$ cat src/rtl/tlp_tx_source_if.sv
`default_nettype none
// ============================================================================
// Module  : tlp_tx_source_if
// Brief   : Command, ingress-FIFO push and counter-readout bundle for the
//           transaction-layer TX traffic source.
// Revision: 1.0  initial release
// ============================================================================
interface tlp_tx_source_if #(
  parameter int DW = 10,
  parameter int LW = 4,
  parameter int CW = 5
);
  // Control and burst command channel
  logic                  init;
  logic                  cmd_valid;
  logic                  cmd_ready;
  logic [1:0]            cmd_port;
  logic [1:0]            cmd_dest;
  logic [LW-1:0]         cmd_len;
  logic [7:0]            cmd_seed;

  // Ingress FIFO side, bit/element i belongs to FIFO i
  logic [3:0]            almost_full;
  logic [3:0]            push_out;
  logic [3:0][DW-1:0]    data_out;
  logic [3:0]            busy;

  // Sent-word counter readout
  logic                  req;
  logic [1:0]            idx;
  logic [CW-1:0]         contador;
  logic                  valid;

  modport master (
    output init, cmd_valid, cmd_port, cmd_dest, cmd_len, cmd_seed,
    output almost_full, req, idx,
    input  cmd_ready, push_out, data_out, busy, contador, valid
  );

  modport slave (
    input  init, cmd_valid, cmd_port, cmd_dest, cmd_len, cmd_seed,
    input  almost_full, req, idx,
    output cmd_ready, push_out, data_out, busy, contador, valid
  );
endinterface
`default_nettype wire

$ cat src/rtl/tlp_tx_source.sv
`default_nettype none
// ============================================================================
// Module  : tlp_tx_source
// Brief   : Four independent burst engines feeding the PCIe ingress FIFOs,
//           with almost_full backpressure and saturating sent-word counters.
// Revision: 1.0  initial release
// ============================================================================
module tlp_tx_source #(
  parameter int DW = 10,
  parameter int LW = 4,
  parameter int CW = 5
) (
  input  logic            clk,
  input  logic            reset,
  tlp_tx_source_if.slave  bus
);

  localparam int            c_nport   = 4;
  localparam logic [CW-1:0] c_cnt_max = {CW{1'b1}};

  typedef enum logic [1:0] {
    S_RESET  = 2'd0,
    S_INIT   = 2'd1,
    S_IDLE   = 2'd2,
    S_ACTIVE = 2'd3
  } state_t;

  state_t               state_q;
  logic                 valid_q;
  logic [CW-1:0]        contador_q;

  logic                 w_run;
  logic                 w_clear;
  logic                 w_accept;
  logic [c_nport-1:0]   w_busy;
  logic [c_nport-1:0]   w_busy_nx;
  logic [CW-1:0]        w_cnt [c_nport];

  // Engines only run in IDLE/ACTIVE; raising init there aborts on the same edge.
  assign w_run    = (state_q == S_IDLE) || (state_q == S_ACTIVE);
  assign w_clear  = !w_run || bus.init;

  // Sole combinational output: decoded from registered state and busy.
  assign bus.cmd_ready = w_run && !w_busy[bus.cmd_port];
  assign w_accept      = bus.cmd_valid && bus.cmd_ready;
  assign bus.busy      = w_busy;

  for (genvar gi = 0; gi < c_nport; gi++) begin : g_engine
    logic             busy_q, busy_d;
    logic             push_q, push_d;
    logic [LW-1:0]    rem_q,  rem_d;
    logic [7:0]       pay_q,  pay_d;
    logic [1:0]       dst_q,  dst_d;
    logic [DW-1:0]    data_q, data_d;
    logic [CW-1:0]    cnt_q,  cnt_d;
    logic             w_load;

    // Zero-length commands are accepted but never load the engine.
    assign w_load = w_accept && (bus.cmd_port == 2'(gi)) && (bus.cmd_len != '0);

    // Next-state: the accepted command already pushes its first word on the
    // accept edge, so the first push is visible one cycle after acceptance.
    always_comb begin
      busy_d = busy_q;
      push_d = 1'b0;
      rem_d  = rem_q;
      pay_d  = pay_q;
      dst_d  = dst_q;
      data_d = data_q;
      cnt_d  = cnt_q;
      if (w_clear) begin
        busy_d = 1'b0;
        rem_d  = '0;
        pay_d  = '0;
        dst_d  = '0;
        data_d = '0;
        cnt_d  = '0;
      end else begin
        if (w_load) begin
          dst_d = bus.cmd_dest;
          if (bus.almost_full[gi]) begin
            busy_d = 1'b1;
            rem_d  = bus.cmd_len;
            pay_d  = bus.cmd_seed;
          end else begin
            push_d = 1'b1;
            data_d = DW'({bus.cmd_dest, bus.cmd_seed});
            pay_d  = bus.cmd_seed + 8'd1;
            rem_d  = bus.cmd_len - LW'(1);
            busy_d = (bus.cmd_len != LW'(1));
          end
        end else if (busy_q && !bus.almost_full[gi]) begin
          push_d = 1'b1;
          data_d = DW'({dst_q, pay_q});
          pay_d  = pay_q + 8'd1;
          rem_d  = rem_q - LW'(1);
          busy_d = (rem_q != LW'(1));
        end
        // Count the push on the edge that raises push_out, saturating.
        if (push_d && (cnt_q != c_cnt_max)) begin
          cnt_d = cnt_q + CW'(1);
        end
      end
    end

    // Engine and counter registers.
    always_ff @(posedge clk) begin
      if (reset) begin
        busy_q <= 1'b0;
        push_q <= 1'b0;
        rem_q  <= '0;
        pay_q  <= '0;
        dst_q  <= '0;
        data_q <= '0;
        cnt_q  <= '0;
      end else begin
        busy_q <= busy_d;
        push_q <= push_d;
        rem_q  <= rem_d;
        pay_q  <= pay_d;
        dst_q  <= dst_d;
        data_q <= data_d;
        cnt_q  <= cnt_d;
      end
    end

    assign w_busy[gi]       = busy_q;
    assign w_busy_nx[gi]    = busy_d;
    assign bus.push_out[gi] = push_q;
    assign bus.data_out[gi] = data_q;
    assign w_cnt[gi]        = cnt_q;
  end

  // Global FSM: RESET -> INIT -> IDLE/ACTIVE, with init pulling back to INIT.
  always_ff @(posedge clk) begin
    if (reset) begin
      state_q <= S_RESET;
    end else begin
      case (state_q)
        S_RESET: state_q <= S_INIT;
        S_INIT:  state_q <= bus.init ? S_INIT : S_IDLE;
        default: begin
          if (bus.init) begin
            state_q <= S_INIT;
          end else if (w_busy_nx != '0) begin
            state_q <= S_ACTIVE;
          end else begin
            state_q <= S_IDLE;
          end
        end
      endcase
    end
  end

  // Counter readout: registered snapshot of the selected counter.
  always_ff @(posedge clk) begin
    if (reset) begin
      valid_q    <= 1'b0;
      contador_q <= '0;
    end else if (w_run && bus.req) begin
      valid_q    <= 1'b1;
      contador_q <= w_cnt[bus.idx];
    end else begin
      valid_q    <= 1'b0;
      contador_q <= '0;
    end
  end

  assign bus.valid    = valid_q;
  assign bus.contador = contador_q;

endmodule
`default_nettype wire
$ cat src/flat_wrapper.sv
// flat-port wrapper written by rule: the top's interface ports become plain ports
module tlp_tx_source_flat 
#(
  parameter int DW = 10,
  parameter int LW = 4,
  parameter int CW = 5
)
  (clk, reset, bus_init, bus_cmd_valid, bus_cmd_port, bus_cmd_dest, bus_cmd_len, bus_cmd_seed, bus_almost_full, bus_req, bus_idx, bus_cmd_ready, bus_push_out, bus_data_out, bus_busy, bus_contador, bus_valid);
  tlp_tx_source_if #(.DW(DW), .LW(LW), .CW(CW)) bus_i ();
  input  logic clk;
  input  logic reset;
  input wire logic [$bits(bus_i.init)-1:0] bus_init;
  input wire logic [$bits(bus_i.cmd_valid)-1:0] bus_cmd_valid;
  input wire logic [$bits(bus_i.cmd_port)-1:0] bus_cmd_port;
  input wire logic [$bits(bus_i.cmd_dest)-1:0] bus_cmd_dest;
  input wire logic [$bits(bus_i.cmd_len)-1:0] bus_cmd_len;
  input wire logic [$bits(bus_i.cmd_seed)-1:0] bus_cmd_seed;
  input wire logic [$bits(bus_i.almost_full)-1:0] bus_almost_full;
  input wire logic [$bits(bus_i.req)-1:0] bus_req;
  input wire logic [$bits(bus_i.idx)-1:0] bus_idx;
  output wire logic [$bits(bus_i.cmd_ready)-1:0] bus_cmd_ready;
  output wire logic [$bits(bus_i.push_out)-1:0] bus_push_out;
  output wire logic [$bits(bus_i.data_out)-1:0] bus_data_out;
  output wire logic [$bits(bus_i.busy)-1:0] bus_busy;
  output wire logic [$bits(bus_i.contador)-1:0] bus_contador;
  output wire logic [$bits(bus_i.valid)-1:0] bus_valid;
  assign bus_i.init = bus_init;
  assign bus_i.cmd_valid = bus_cmd_valid;
  assign bus_i.cmd_port = bus_cmd_port;
  assign bus_i.cmd_dest = bus_cmd_dest;
  assign bus_i.cmd_len = bus_cmd_len;
  assign bus_i.cmd_seed = bus_cmd_seed;
  assign bus_i.almost_full = bus_almost_full;
  assign bus_i.req = bus_req;
  assign bus_i.idx = bus_idx;
  assign bus_cmd_ready = bus_i.cmd_ready;
  assign bus_push_out = bus_i.push_out;
  assign bus_data_out = bus_i.data_out;
  assign bus_busy = bus_i.busy;
  assign bus_contador = bus_i.contador;
  assign bus_valid = bus_i.valid;
  tlp_tx_source #(.DW(DW), .LW(LW), .CW(CW)) u_core (.clk(clk), .reset(reset), .bus(bus_i));
endmodule
$ cat config.mk
export PLATFORM = sky130hd
export DESIGN_NAME = tlp_tx_source_flat
export DESIGN_NICKNAME = d
export VERILOG_FILES = /design/src/rtl/tlp_tx_source_if.sv /design/src/rtl/tlp_tx_source.sv /design/src/flat_wrapper.sv
export SDC_FILE = /design/constraint.sdc
export NUM_CORES = 1
export LEC_CHECK = 0
export ABC_AREA = 1
export CORE_UTILIZATION = 59
export CTS_BUF_LIST = sky130_fd_sc_hd__clkbuf_2 sky130_fd_sc_hd__clkbuf_4 sky130_fd_sc_hd__clkbuf_8
export DETAILED_ROUTE_END_ITERATION = 8
export PLACE_DENSITY_LB_ADDON = 0.1
export REMOVE_ABC_BUFFERS = 1
export SYNTH_ARGS = -nofsm -noshare
export SYNTH_HDL_FRONTEND = slang
export SYNTH_SLANG_ARGS = --single-unit
$ cat constraint.sdc
create_clock -name clk -period 2.4 [get_ports clk]
set_input_delay 0.36 -clock clk [delete_from_list [all_inputs] [get_ports clk]]
set_output_delay 0.36 -clock clk [all_outputs]
set_load 0.02 [all_outputs]
==> results_dict.tcl, run 1 <==
set metrics [dict create \
    syn_inst 1032 \
    yosys.area.top_type_share 0.367 \
    ir_worst_vdd_uv 355 \
    worstSkewPairLatency_ns 0.46 \
    setup_viol 0 \
    cts-root-buf "clkbuf_8" \
    synth-edff-count 0 \
    synth_cell_types 40 \
    ff2ff_setup_slack_ns 0.54 \
    wire_per_inst_um 14.7 \
    switching_power_w 0.00110 \
    synth_area_mm2 0.00721 \
    cp_max_fo 9 \
    port_buffers 81 \
    ys_seq_elements 132 \
    synth-seq-area-share 0.367 \
    fmax_mhz 498 \
    p_int_w 0.00319 \
    drv_slew 0 \
    powerDensity_mw_per_mm2 491 \
    worst_setup_path_end_kind "output pin" \
    maxSlewHeadroom 0.692 \
    die_h_um 113 \
    whs_endpoint "u_core.g_engine[0].data_q[0]$_SDFFE_PP0P_" \
    grt_pass1_wl_mm 31.0 \
    final_layout_size_suffix_gt1_frac 0.0924 \
    tritoncts "built" \
    switching_share 0.257 \
    synth-async-reset-ratio 0 \
    core_region_area_mm2 0.0120 \
    clkSlewWorstSetupHoldPaths_ns 0.07 \
    vias 7262 \
    grt_max_degree 39 \
    final_nets 1173 \
    hp-class "register to register" \
    grt_pass1_vias 6348 \
    p_comb_frac 0.072 \
    dp_hpwl_mm 13.6 \
    crit_chain "clkdlybuf4s50_1 > inv_1 > nand3_1 > o21ai_2 > nor2_8 > dlymetal6s2s_1" \
    remaining_drc_errors 0 \
    pwr-share-seq 0.511 \
    overflow 0 \
    place_ws_ns -0.0401 \
    final-hold-violation-count 0 \
    start_util 0.603 \
    area_growth_pct 21.2 \
    synth_top_flop_cell "dfxtp_1" \
    yosysTopAreaCell "dfxtp_1" \
    postCtsResizedCells 0 \
    period_share 0.836 \
    routed_wirelength_mm 18.8 \
    drt_iter0_drc 765 \
    status "complete, no violations" \
    fin_crit_ns 2.01 \
    r2r_start "u_core.g_engine[1].busy_q$_SDFF_PP0_" \
    drtPass1Iterations 5 \
    die_w_um 113 \
    cap_violations 0 \
    clock_sinks 132 \
    cp_slowest_cell "clkdlybuf4s50_1" \
    critPathMaxStageDelay_ns 0.55 \
    antenna_cells 0 \
    antenna_found_initial 0 \
    htreeDepth 4 \
    cts_hold_buf 0 \
    p_clk_frac 0.417 \
    required_ns 2.04 \
    rsz0062_at_grt "no" \
    track_usage 0.310 \
    r2r-end "u_core.g_engine[2].cnt_q[1]$_SDFFE_PP0P_" \
    p_leak_nw 3.64 \
    fin_skew_ns 0.00948 \
    crit_type "input pin to output pin" \
    tns_ns 0 \
    post_cts_buffers 0 \
    start_kind "input pin" \
    synthTopCellsByCount "o21ai_0 (170), nand2_1 (162), dfxtp_1 (132)" \
    synth.avg_cell_area_um2 6.99 \
    antenna_left 0 \
    synthTopCellsByArea "dfxtp_1 (37%), o21ai_0 (12%), nand2_1 (8.4%)" \
    fin_ws_ns 0.394 \
    die-area_mm2 0.0127 \
    cts_max_path_buffers 2 \
    rr_worst_depth 9 \
    worst_slew_pin_slew_ns 0.461 \
    worstHoldStart "u_core.g_engine[0].data_q[0]$_SDFFE_PP0P_" \
    gp_congestion 0.967 \
    io_pins 82 \
    yosysWarnings 0 \
    cts_made_buffers 17 \
    vias_per_cell 5.66 \
    synth_most_common_cell "o21ai_0" \
    rows 40 \
    min_path_cells 2 \
    worstPathArrival_ns 1.65 \
]
-- routing by layer --
| layer | track usage | share of wire |
|---|---|---|
| met1 | 0.406 | 0.44 |
| met2 | 0.502 | 0.47 |
| met3 | 0.0637 | 0.067 |
| met4 | 0.122 | 0.027 |
| met5 | 0 | 0 |
-- power by group through the flow --
| stage | clock network (W) | registers [W] | logic, W |
|---|---|---|---|
| after detailed placement | 0 | 0.00225 | 0.000302 |
| after floorplan | 0 | 0.00225 | 0.000119 |
| after CTS | 0.00181 | 0.00219 | 0.000304 |
| after global routing | 0.00189 | 0.00219 | 0.000332 |
| after global placement | 0 | 0.00225 | 0.000300 |
| final | 0.00179 | 0.00219 | 0.000307 |
-- worst max-delay path, delay by kind of cell --
family                 cells  cell delay, ns
AOI/OAI and AO/OA          1            0.11
buffers and inverters      3            0.88
and+or+nand+nor            2            0.30
-- worst max path at each step --
stage	start	endpoint	slack, ns	cells past startpoint
2_1_floorplan	u_core.state_q[1]$_SDFF_PP0_	u_core.g_engine[2].data_q[1]$_SDFFE_PP0P_	-0.41	8
3_3_place_gp	bus_cmd_len[1]	u_core.g_engine[2].data_q[1]$_SDFFE_PP0P_	-0.01	12
3_5_place_dp	bus_cmd_port[0]	u_core.g_engine[2].data_q[9]$_SDFFE_PP0P_	-0.04	10
4_1_cts	bus_cmd_port[0]	bus_cmd_ready	0.01	6
5_1_grt	bus_cmd_len[0]	u_core.g_engine[2].data_q[2]$_SDFFE_PP0P_	0.16	12
6_report	bus_cmd_port[1]	bus_cmd_ready	0.39	6
-- state kept, by name, indices dropped and copies added (netlist names) --
register,count
u_core.g_engine.cnt_q,20
u_core.state_q,2
u_core.g_engine.rem_q,16
u_core.g_engine.pay_q,32
u_core.g_engine.data_q,40
u_core.g_engine.busy_q,4
u_core.bus.contador,5
u_core.g_engine.push_q,4
u_core.g_engine.dst_q,8
u_core.bus.valid,1
-- area by class of cell --
cell class	count	area, um2
well taps	147	184
inverters	94	353
clock buffers	20	269
clock inverters	12	106
flip-flops and latches	132	2640
multi-input cells	747	3930
repair buffers	131	1250
fillers	997	3230
-- cell families (layout without fill, tap and decap cells) --
family | count (synthesis) | count (layout) | synth area share
muxes | 5 | 5 | 0.00694
AOI/OAI and AO/OA | 303 | 303 | 0.224
adders and majority gates | 23 | 23 | 0.0399
DFF | 132 | 132 | 0.367
xor gates and xnor gates | 36 | 36 | 0.0437
buffers and inverters | 153 | 257 | 0.0883
and+or+nand+nor | 380 | 380 | 0.230
-- layout by cell type (no fill, tap or decap), types with 2 or more instances in the layout --
| cell | count |
|---|---|
| a211oi_1 | 5 |
| a21oi_1 | 93 |
| a311oi_1 | 3 |
| a31oi_1 | 12 |
| buf_12 | 5 |
| buf_4 | 45 |
| clkbuf_8 | 19 |
| clkdlybuf4s50_1 | 80 |
| clkinv_1 | 6 |
| clkinv_2 | 4 |
| clkinv_4 | 2 |
| clkinvlp_4 | 4 |
| dfxtp_1 | 132 |
| ha_1 | 23 |
| inv_1 | 85 |
| inv_2 | 3 |
| mux2i_1 | 5 |
| nand2_1 | 162 |
| nand3_1 | 64 |
| nand3_2 | 4 |
| nand3_4 | 2 |
| nand3b_1 | 6 |
| nand4_1 | 9 |
| nor2_1 | 118 |
| nor3_1 | 3 |
| o211ai_1 | 8 |
| o21ai_0 | 170 |
| o21ai_4 | 2 |
| o22ai_1 | 4 |
| or2_2 | 8 |
| xnor2_1 | 8 |
| xor2_1 | 28 |
-- through the flow --
step / area (um2) / total power (W) / hold slack, ns / utilization / instances
floorplan: 6930 / 0.00237 / 0.432 / - / 973
CTS: 8730 / 0.00431 / 0.466 / 0.730 / 1283
global route: 8740 / 0.00442 / 0.481 / 0.730 / 1283
global placement: 8360 / 0.00255 / 0.456 / 0.699 / 1251
detailed placement: 8360 / 0.00255 / 0.455 / 0.699 / 1251
finish: 8740 / 0.00429 / 0.467 / 0.730 / 1283
Note: power is estimated with default switching activity, not from simulation.
==> run 2, diff against run 1 <==
clock period = 2 ns   (was 2.4 ns; I/O delays follow)
==> run 2 against run 1 <==
Compared with the run above: sequential power is 20% higher; clock power rose by 40%; routed wire length rose by 4.6%; clock skew increased by 0.0033 ns; critical endpoint is now u_core.g_engine[0].cnt_q[0]$_SDFFE_PP0P_; largest power group unchanged; combinational power grew 37%; critical path depth up 4; flip-flop and latch count stayed put; total power up 30%; first-iteration DRC count decreased by 6.9%; clock-buffer cell count shrank 3; core utilization is 3.2 points higher; setup slack got worse by 0.29 ns.
==> results_dict.tcl, run 2 (synthesis results as in run 1) <==
set metrics [dict create \
    status "complete, no violations" \
    die-area_mm2 0.0127 \
    required_ns 2.40 \
    io_pins 82 \
    grt_max_degree 42 \
    cts_hold_buf 0 \
    clock_sinks 132 \
    fill_cells 937 \
    worst_setup_path_end_kind "register" \
    core_region_area_mm2 0.0120 \
    drt_iter0_drc 712 \
    placed_area_mm2 0.00866 \
    gp_congestion 0.970 \
    worstSkewPairLatency_ns 0.47 \
    ir_worst_vdd_uv 458 \
    antenna_cells 0 \
    drtPass1Iterations 5 \
    fmax_mhz 527 \
    final_nets 1215 \
    vias_per_cell 5.64 \
    p_leak_nw 3.85 \
    endpoint "u_core.g_engine[0].cnt_q[0]$_SDFFE_PP0P_" \
    vias 7466 \
    port_buffers 81 \
    dp_hpwl_mm 14.0 \
    r2r_start "u_core.g_engine[2].busy_q$_SDFF_PP0_" \
    hp-class "register to register" \
    powerDensity_mw_per_mm2 610 \
    rsz0062_at_grt "yes" \
    wire_per_inst_um 14.9 \
    layout_commonest_cell "o21ai_0" \
    die_w_um 113 \
    area_growth_pct 26.6 \
    cp_max_fo 7 \
    crit_chain "clkdlybuf4s50_1 > inv_1 > ha_1 > nor3b_4 > nor2_1 > nand3_4 > o21ai_4 > buf_4 > nand3b_1 > a21oi_1" \
    final-hold-violation-count 0 \
    grt_pass1_wl_mm 32.0 \
    remaining_drc_errors 0 \
    fin_crit_ns 1.90 \
    tritoncts "built" \
    fin_hold_ws_ns 0.464 \
    met2_usage 0.533 \
    antenna_left 0 \
    met3_usage 0.0535 \
    layout_common_cells "o21ai_0 (167), nand2_1 (161), dfxtp_1 (132), nor2_1 (116), a21oi_1 (93)" \
    clkSlewWorstSetupHoldPaths_ns 0.07 \
    cts_made_buffers 17 \
    busiest_layer "met2" \
    r2r-end "u_core.g_engine[1].pay_q[0]$_SDFFE_PP0P_" \
    setup_viol 0 \
    rows 40 \
    final_layout_size_suffix_gt1_frac 0.128 \
    cp_slowest_cell "clkdlybuf4s50_1" \
    largest-register "u_core.g_engine.data_q" \
    htreeDepth 4 \
    worstPathArrival_ns 2.29 \
    cts-root-buf "clkbuf_8" \
    ff2ff_setup_slack_ns 0.20 \
    fin_skew_ns 0.0128 \
    crit_type "input pin to register" \
    overflow 0 \
    start_kind "input pin" \
    largest_register_ff_count 40 \
    period_share 0.948 \
    finish.instance_area_mm2 0.00912 \
    grt_pass1_vias 6563 \
    cap_violations 0 \
    antenna_found_initial 0 \
    start_util 0.603 \
    routed_wirelength_mm 19.7 \
    drv_slew 0 \
    crit_start "bus_cmd_len[0]" \
    rr_worst_depth 10 \
    reg_top3 "u_core.g_engine.data_q (40), u_core.g_engine.pay_q (32), u_core.g_engine.cnt_q (20)" \
    cts_max_path_buffers 2 \
    track_usage 0.321 \
    use_met1 0.410 \
    worst_slew_pin_slew_ns 0.408 \
    maxSlewHeadroom 0.728 \
    critPathMaxStageDelay_ns 0.47 \
    die_h_um 113 \
]
-- run 2: area by class of cell --
| class | instances | area (um2) | area share |
|---|---|---|---|
| inverters | 94 | 353 | 0.0387 |
| clock buffers | 17 | 234 | 0.0256 |
| flip-flops and latches | 132 | 2640 | 0.290 |
| well taps | 147 | 184 | 0.0202 |
| repair buffers | 173 | 1560 | 0.171 |
| clock inverters | 14 | 201 | 0.0221 |
| multi-input cells | 747 | 3950 | 0.433 |
-- run 2: power by group --
part           internal, W  switching (W)  total (W)
combinational     0.000174       0.000246   0.000420
sequential         0.00263     0.00000282    0.00263
clock              0.00137        0.00114    0.00251
total              0.00417        0.00139    0.00556
-- run 2: worst max-delay path: cells and delay by family --
| family | cells | cell delay (ns) |
|---|---|---|
| adders and majority gates | 1 | 0.22 |
| AOI/OAI and AO/OA | 2 | 0.40 |
| buffers and inverters | 3 | 0.72 |
| and+or+nand+nor | 4 | 0.66 |
-- run 2: routing by layer --
metal | routed length, um | up-vias | share of wire
met4 | 535 | 0 | 0.027
met2 | 9310 | 261 | 0.47
li1 | - | 3714 | -
met5 | 0 | - | 0
met1 | 8780 | 3451 | 0.45
met3 | 1090 | 40 | 0.055
-- run 2: metrics by stage --
step | power (W) | utilization | setup WS, ns | TNS (ns) | std cells
floorplan | 0.00284 | - | -0.815 | -63.52 | 973
global placement | 0.00310 | 0.724 | -0.369 | -31.97 | 1291
detailed placement | 0.00310 | 0.724 | -0.434 | -34.86 | 1291
CTS | 0.00557 | 0.760 | 0.0259 | 0 | 1322
global route | 0.00574 | 0.763 | -0.00913 | -0.0268 | 1324
finish | 0.00556 | 0.763 | 0.104 | 0 | 1324
-- run 2: worst min-delay path by stage --
stage / start / cells past startpoint / end / slack (ns)
after global routing: u_core.g_engine[3].data_q[1]$_SDFFE_PP0P_ / 2 / u_core.g_engine[3].data_q[1]$_SDFFE_PP0P_ / 0.49
after global placement: u_core.g_engine[0].data_q[0]$_SDFFE_PP0P_ / 2 / u_core.g_engine[0].data_q[0]$_SDFFE_PP0P_ / 0.46
final: u_core.g_engine[0].data_q[0]$_SDFFE_PP0P_ / 2 / u_core.g_engine[0].data_q[0]$_SDFFE_PP0P_ / 0.46
after detailed placement: u_core.g_engine[0].data_q[0]$_SDFFE_PP0P_ / 2 / u_core.g_engine[0].data_q[0]$_SDFFE_PP0P_ / 0.46
after floorplan: reset / 1 / u_core.g_engine[0].busy_q$_SDFF_PP0_ / 0.37
after CTS: reset / 4 / u_core.state_q[0]$_SDFF_PP0_ / 0.46
-- run 2: what timing repair did --
item | in CTS | in global routing
setup endpoints to repair | 2 | 44
pin swaps | 0 | 1
buffers inserted | 0 | 2
cloned | 0 | 0
gates resized for setup | 2 | 10
==> run 3, diff against run 2 <==
CORE_MARGIN = 2   (was unset)
CORE_UTILIZATION = 55   (was 59)
==> run 3 against run 2 <==
Compared with the run above: register-to-register slack worse by 0.02 ns; critical path type unchanged; non-clock buffer count is 3 lower; design area is 0.41% higher.
==> results_dict.tcl, run 3 (synthesis results as in run 1) <==
set metrics [dict create \
    rsz0062_at_grt "no" \
    clock_sinks 132 \
    htreeDepth 4 \
    tns_ns 0 \
    antenna_cells 0 \
    tritoncts "built" \
    final_nets 1212 \
    gp_congestion 0.927 \
    grt_pass1_wl_mm 33.1 \
    crit_path_frequent_cell "nand2_1" \
    core_region_area_mm2 0.0127 \
    seq_area_mm2 0.00264 \
    worstSkewPairLatency_ns 0.46 \
    required_ns 2.35 \
    die_w_um 118 \
    multi_input_area_mm2 0.00397 \
    status "complete, no violations" \
    critPathMaxStageDelay_ns 0.42 \
    switching_share 0.251 \
    final_layout_size_suffix_gt1_frac 0.132 \
    fin_crit_ns 1.88 \
    cp_max_fo 7 \
    worstPathArrival_ns 2.23 \
    crit_chain "clkdlybuf4s50_1 > inv_1 > ha_2 > nor3b_4 > nor2_2 > nand3_4 > buf_4 > nand2_1 > nand3_1 > nand2_1 > o21ai_0 > nand2_1" \
    p_clk_frac 0.438 \
    fmax_mhz 531 \
    maxSlewHeadroom 0.681 \
    power_w 0.00544 \
    track_usage 0.292 \
    place_ws_ns -0.426 \
    final-hold-violation-count 0 \
    cts-root-buf "clkbuf_8" \
    layout_common_cells "o21ai_0 (168), nand2_1 (158), dfxtp_1 (132), nor2_1 (114), a21oi_1 (93)" \
    die-area_mm2 0.0140 \
    utilization 0.720 \
    switching_power_w 0.00137 \
    post_cts_buffers 0 \
    dp_hpwl_mm 14.7 \
    port_buffers 81 \
    drt_iter0_drc 745 \
    drv_slew 0 \
    overflow 0 \
    p_leak_nw 3.85 \
    vias 7377 \
    reg_top3 "u_core.g_engine.data_q (40), u_core.g_engine.pay_q (32), u_core.g_engine.cnt_q (20)" \
    p_comb_frac 0.078 \
    crit_type "input pin to register" \
    start_util 0.567 \
    p_int_w 0.00408 \
    cap_violations 0 \
    worst_slew_pin_slew_ns 0.478 \
    vias_per_cell 5.48 \
    largest_register_ff_count 40 \
    io_pins 82 \
    grt_max_degree 38 \
    pwr-share-seq 0.484 \
    ir_worst_vdd_uv 406 \
    antenna_left 0 \
    cts_made_buffers 17 \
    remaining_drc_errors 0 \
    setup_viol 0 \
    powerDensity_mw_per_mm2 594 \
    drtPass1Iterations 7 \
    hp-class "input pin to register" \
    die_h_um 118 \
    rows 41 \
    fill_cells 1116 \
    layout_commonest_cell "o21ai_0" \
    cts_max_path_buffers 2 \
    wire_per_inst_um 15.0 \
    area_growth_pct 27.1 \
    fin_skew_ns 0.00833 \
    cts_hold_buf 0 \
    worst_setup_path_end_kind "register" \
    start_kind "input pin" \
    antenna_found_initial 0 \
    largest-register "u_core.g_engine.data_q" \
    period_share 0.941 \
    fin_ws_ns 0.118 \
    routed_wirelength_mm 20.1 \
    grt_pass1_vias 6825 \
    clkSlewWorstSetupHoldPaths_ns 0.08 \
    cp_slowest_cell "clkdlybuf4s50_1" \
]
-- run 3: changes by cell type in the layout (fill, tap and decap cells not counted), sizes merged --
| cell | previous run | this run |
|---|---|---|
| clkdlybuf4s50 | 80 | 78 |
| buf | 91 | 90 |
| dlymetal6s2s | 0 | 2 |
| inv | 92 | 90 |
| clkinv | 10 | 9 |
| clkinvlp | 2 | 4 |
| bufinv | 4 | 3 |
-- run 3: worst max-delay path: cells and delay by family --
kind,cells,cell delay [ns]
adder cells (fa/ha/maj),1,0.19
AND/OR/NAND/NOR,7,0.89
buffers and inverters,3,0.68
AO/OA/AOI/OAI,1,0.17
-- run 3: through the flow --
stage                     instance area (um2)  std cells  hold slack [ns]
after floorplan                          6930        973            0.372
after global placement                   8710       1315            0.453
after detailed placement                 8710       1315            0.462
after CTS                                9110       1346            0.466
after global routing                     9160       1346            0.451
final                                    9160       1346            0.444
-- run 3: worst paths after layout --
check | from | end | slack, ns | cells after the start
worst min-delay path | bus_cmd_port[1] | u_core.g_engine[2].rem_q[0]$_SDFFE_PP0P_ | 0.44 | 5
worst max-delay path | bus_cmd_len[1] | u_core.state_q[0]$_SDFF_PP0_ | 0.12 | 12
worst max register to register | u_core.g_engine[2].busy_q$_SDFF_PP0_ | u_core.g_engine[1].pay_q[0]$_SDFFE_PP0P_ | 0.18 | 11
worst min register to register | u_core.g_engine[2].data_q[1]$_SDFFE_PP0P_ | u_core.g_engine[2].data_q[1]$_SDFFE_PP0P_ | 0.47 | 2
-- run 3: what timing repair did --
item,CTS,global route
endpoints found under the hold margin,0,0
endpoints found under the setup margin,1,44
pin swaps,0,1
resized for setup,4,17
-- run 3: final cells by class --
| cell class | instances | area share |
|---|---|---|
| well taps | 172 | 0.0235 |
| repair buffers | 170 | 0.171 |
| flip-flops and latches | 132 | 0.288 |
| clock buffers | 19 | 0.0279 |
| clock inverters | 12 | 0.0169 |
| inverters | 94 | 0.0393 |
| multi-input cells | 747 | 0.433 |
-- run 3: power by group through the flow --
stage               Sequential (W)  Clock (W)  Combinational [W]
floorplan                  0.00270          0           0.000143
global placement           0.00269          0           0.000406
detailed placement         0.00269          0           0.000408
CTS                        0.00263    0.00239           0.000410
global route               0.00263    0.00253           0.000456
finish                     0.00263    0.00239           0.000423
-- run 3: metal layers --
| layer | part of all wire | up-vias | track usage |
|---|---|---|---|
| met5 | 0 | - | 0 |
| met2 | 0.46 | 239 | 0.470 |
| met3 | 0.052 | 56 | 0.0569 |
| li1 | - | 3707 | - |
| met1 | 0.45 | 3375 | 0.379 |
| met4 | 0.034 | 0 | 0.129 |
